===== src/rtl/seq_adder32.sv =====
// Multi-cycle adder: sums a + b + cin one CHUNK-bit slice per clock, LSB slice first,
// with a start/busy/done handshake. Results appear only on the completing edge.
module seq_adder32 #(
  parameter int unsigned WIDTH = 32,
  parameter int unsigned CHUNK = 8
) (
  input  logic             clk,
  input  logic             rst_n,
  input  logic             start,
  input  logic [WIDTH-1:0] a,
  input  logic [WIDTH-1:0] b,
  input  logic             cin,
  output logic             busy,
  output logic             done,
  output logic [WIDTH-1:0] sum,
  output logic             cout,
  output logic             overflow
);

  localparam int unsigned NCHUNK = WIDTH / CHUNK;
  localparam int unsigned IdxW   = (NCHUNK > 1) ? $clog2(NCHUNK) : 1;
  localparam logic [IdxW-1:0] LastIdx = IdxW'(NCHUNK - 1);

  typedef enum logic [1:0] {StIdle, StRun, StDone} state_e;

  state_e           state_q, state_d;
  logic [WIDTH-1:0] a_q, a_d;
  logic [WIDTH-1:0] b_q, b_d;
  logic [WIDTH-1:0] work_q, work_d;
  logic [WIDTH-1:0] sum_q, sum_d;
  logic [IdxW-1:0]  idx_q, idx_d;
  logic             carry_q, carry_d;
  logic             cout_q, cout_d;
  logic             ovf_q, ovf_d;

  logic [CHUNK-1:0] slice_a, slice_b;
  logic [CHUNK:0]   slice_res;
  logic [WIDTH-1:0] work_upd;

  always_comb begin
    state_d  = state_q;
    a_d      = a_q;
    b_d      = b_q;
    work_d   = work_q;
    sum_d    = sum_q;
    idx_d    = idx_q;
    carry_d  = carry_q;
    cout_d   = cout_q;
    ovf_d    = ovf_q;

    slice_a   = a_q[idx_q*CHUNK +: CHUNK];
    slice_b   = b_q[idx_q*CHUNK +: CHUNK];
    slice_res = {1'b0, slice_a} + {1'b0, slice_b} + {{CHUNK{1'b0}}, carry_q};
    // Working value including the slice being added this cycle; used on the final edge.
    work_upd  = work_q;
    work_upd[idx_q*CHUNK +: CHUNK] = slice_res[CHUNK-1:0];

    unique case (state_q)
      StIdle, StDone: begin
        if (start) begin
          a_d     = a;
          b_d     = b;
          carry_d = cin;
          idx_d   = '0;
          work_d  = '0;
          state_d = StRun;
        end else begin
          state_d = StIdle;
        end
      end
      StRun: begin
        work_d  = work_upd;
        carry_d = slice_res[CHUNK];
        idx_d   = idx_q + IdxW'(1);
        if (idx_q == LastIdx) begin
          sum_d   = work_upd;
          cout_d  = slice_res[CHUNK];
          ovf_d   = (a_q[WIDTH-1] == b_q[WIDTH-1]) && (work_upd[WIDTH-1] != a_q[WIDTH-1]);
          idx_d   = '0;
          state_d = StDone;
        end
      end
      default: state_d = StIdle;
    endcase
  end

  always_ff @(posedge clk or negedge rst_n) begin
    if (!rst_n) begin
      state_q <= StIdle;
      a_q     <= '0;
      b_q     <= '0;
      work_q  <= '0;
      sum_q   <= '0;
      idx_q   <= '0;
      carry_q <= 1'b0;
      cout_q  <= 1'b0;
      ovf_q   <= 1'b0;
    end else begin
      state_q <= state_d;
      a_q     <= a_d;
      b_q     <= b_d;
      work_q  <= work_d;
      sum_q   <= sum_d;
      idx_q   <= idx_d;
      carry_q <= carry_d;
      cout_q  <= cout_d;
      ovf_q   <= ovf_d;
    end
  end

  assign busy     = (state_q == StRun);
  assign done     = (state_q == StDone);
  assign sum      = sum_q;
  assign cout     = cout_q;
  assign overflow = ovf_q;

endmodule

===== config.mk =====
export PLATFORM = sky130hd
export DESIGN_NAME = seq_adder32
export DESIGN_NICKNAME = d
export VERILOG_FILES = /design/src/rtl/seq_adder32.sv
export SDC_FILE = /design/constraint.sdc
export NUM_CORES = 1
export LEC_CHECK = 0
export ABC_CLOCK_PERIOD_IN_PS = 5200
export BUFFER_PORTS_ARGS = -buffer_cell sky130_fd_sc_hd__buf_4
export CAP_MARGIN = 15
export CORE_MARGIN = 3
export CORE_UTILIZATION = 48
export CTS_CLUSTER_DIAMETER = 60
export DETAILED_ROUTE_END_ITERATION = 12
export GPL_TIMING_DRIVEN = 0
export PLACE_DENSITY = 0.75
export SLEW_MARGIN = 20
export SYNTH_ARGS = -nofsm -noshare
export SYNTH_HDL_FRONTEND = slang
export SYNTH_SLANG_ARGS = --single-unit

===== constraint.sdc =====
create_clock -name clk -period 5.2 [get_ports clk]
set_input_delay 1.04 -clock clk [delete_from_list [all_inputs] [get_ports clk]]
set_output_delay 1.04 -clock clk [all_outputs]
set_load 0.02 [all_outputs]

==> out/metrics.csv <==
metric,value,unit
outcome,completed,
total gr overflow,0,
pin count of the biggest net entering global routing,97,
DRC,0,
CP Class,register to register,
cell taking the most area after synthesis,dfrtp_1,
area delta synth->final,27.7,%
# IOs,104,
setup TNS,0,ns
post-CTS setup buffer count,0,
startpoint types,register,
CTS buffer count,17,
via/cell ratio,5.77,
CP Launch Point,idx_q[1],
CTS tree,built,
total clock sinks,135,
vias after detailed routing,4359,
die footprint,0.0139,mm²
Post-synth ARST share,100,%
root buf cell,clkbuf_16,
synth warn,0,
Seq cells post-synth,135,
post_cts resized,0,
Max Transition Viols Final,0,
r2r startpoint,idx_q[1],
Post-synth EDFFs,0,
Die Height,118,µm
drt wl/cell,19.4,µm
Tmin final,4.05,ns
WL final,14600,µm
synth cell count leaders,"135 x dfrtp_1, 64 x mux2_2, 58 x nor2_1, 33 x a22o_1, 28 x a221oi_1",
worst hold stages,2,
gr usage total,22.2,%
Fin. Hold Viols,0,
Max-slew headroom,28.1,%
Initial Util,49.6,%
CTS Hold Bufs,0,
worst setup margin,1.15,ns
Hold WC Path Type,register to register,
number of H-tree levels,4,
worst reg2reg path depth,9,
hold_sp,sum[15],
pre-CTS setup slack,1.26,ns
clock tree buffer depth,2,
Final nets,657,
clk slew on worst S/H paths,0.06,ns
RSZ-0062 raised after global routing,false,
register area,0.00338,mm²
Worst Path Arrival,4.40,ns
share of cells above drive strength 1,39.0,%
first-pass GRT wire length,24100,µm
Max-Cap Viols,0,
Multi-input gate area,0.00251,mm²
hpwl dp,10100,µm
# fillers,951,
synthesized cell area,0.00601,mm²
initial antenna violation count,0,
most common cell in the netlist,dfrtp_1,
"Seq/Total Area, Yosys",56.2,%
drt first pass iters,5,
Synth area leaders,"dfrtp_1 56%, mux2_2 12%, mux4_2 6.0%",
vias in the first global route,4543,
Worst Max-Slew Pin Slew,1.07,ns
die width,118,µm
Yosys cell types,39,
Fmax achieved,247,MHz
Syn Nets,534,
Final setup viols,0,
DR iter-0 viols,308,
row count,40,
period utilization,77.9,%
I/O Buffers,103,
n_diodes,0,
Post-synth top flop,dfrtp_1,
GP Congestion,0.848,
cells after synthesis,451,
Synth top area share,56.2,%
final worst clock skew,0.00764,ns
worst skew pair latency,0.42,ns
critical path capture point type,register,
core area,0.0121,mm²
Detail Route Antenna Nets,0,
Critical Path RT,5.55,ns
Avg Inst Size Synth,13.3,µm²
crit-path max FO,10,
worst paths after layout:
| kind | endpoint | slack (ns) |
|---|---|---|
| max | sum[13] | 1.15 |
| min | sum[15] | 0.49 |
| max reg2reg | sum[13] | 1.15 |
| min reg2reg | sum[15] | 0.49 |
| max in group asynchronous | b_q[0] | 3.95 |
| min in group asynchronous | a_q[15] | 0.50 |
metrics by stage:
step	utilization, %	area (µm²)	hold WS [ns]	instances
4_1_cts	63.3	7660	0.494	755
6_report	63.4	7670	0.490	755
5_1_grt	63.4	7670	0.500	755
3_3_place_gp	57.7	6990	0.469	722
2_1_floorplan	-	6010	0.466	451
3_5_place_dp	58.0	7030	0.481	723
placed cells by master (no fill, tap or decap), drive strengths merged, types with 3 or more instances in the layout:
cell / netlist / layout
a21o: 3 / 3
a21oi: 11 / 11
a221oi: 29 / 29
a22o: 33 / 33
a32oi: 4 / 4
and2: 5 / 5
buf: 9 / 113
bufinv: 0 / 4
clkbuf: 14 / 32
clkinv: 2 / 6
clkinvlp: 0 / 3
dfrtp: 135 / 135
ha: 13 / 13
inv: 7 / 10
mux2: 64 / 64
mux4: 16 / 16
nand2: 9 / 9
nor2: 58 / 58
nor3: 5 / 5
nor4: 3 / 3
o21ai: 9 / 9
registers in the layout, indices dropped and copies added (netlist names):
signal and flops:
b_q 32, overflow 1, idx_q 2, cout 1
sum 32, a_q 32, work_q 32, carry_q 1
state_q 2
kinds of logic after synthesis:
kind of cell	count (synthesis)	synth area share, %
flops	135	56.2
xor+xnor	4	0.583
mux	82	18.3
fa+ha+maj	15	3.37
simple gates	86	6.31
compound gates	97	13.1
buf+inv	32	2.12
critical path, stage by stage, from the launching register on:
cell and delay (ns):
dfrtp_1 0.40, clkbuf_1 0.54, buf_1 0.61, mux4_2 0.44
ha_1 0.39, o211ai_1 0.11, o21ai_0 0.40, xor2_1 0.74
a221oi_1 0.21, nor2_1 0.14
area by class of cell:
cell class	instances	area share, %
flip-flops and latches	135	44.0
multi-input cells	284	32.8
repair buffers	104	10.5
clock buffers	18	5.72
well taps	168	2.74
clock inverters	14	2.56
plain buffers	23	1.22
inverters	9	0.440
metal layers:
layer / vias to the layer above / global-route usage, % / wire length, µm
li1: 1944 / - / -
met1: 2204 / 29.5 / 6030
met2: 188 / 35.8 / 7270
met3: 23 / 5.48 / 1020
met4: 0 / 8.13 / 296
met5: - / 0 / 0
Power is left out: the tool's default activity adds up to more than one toggle a clock period on the data nets, which glitch-free logic cannot reach.
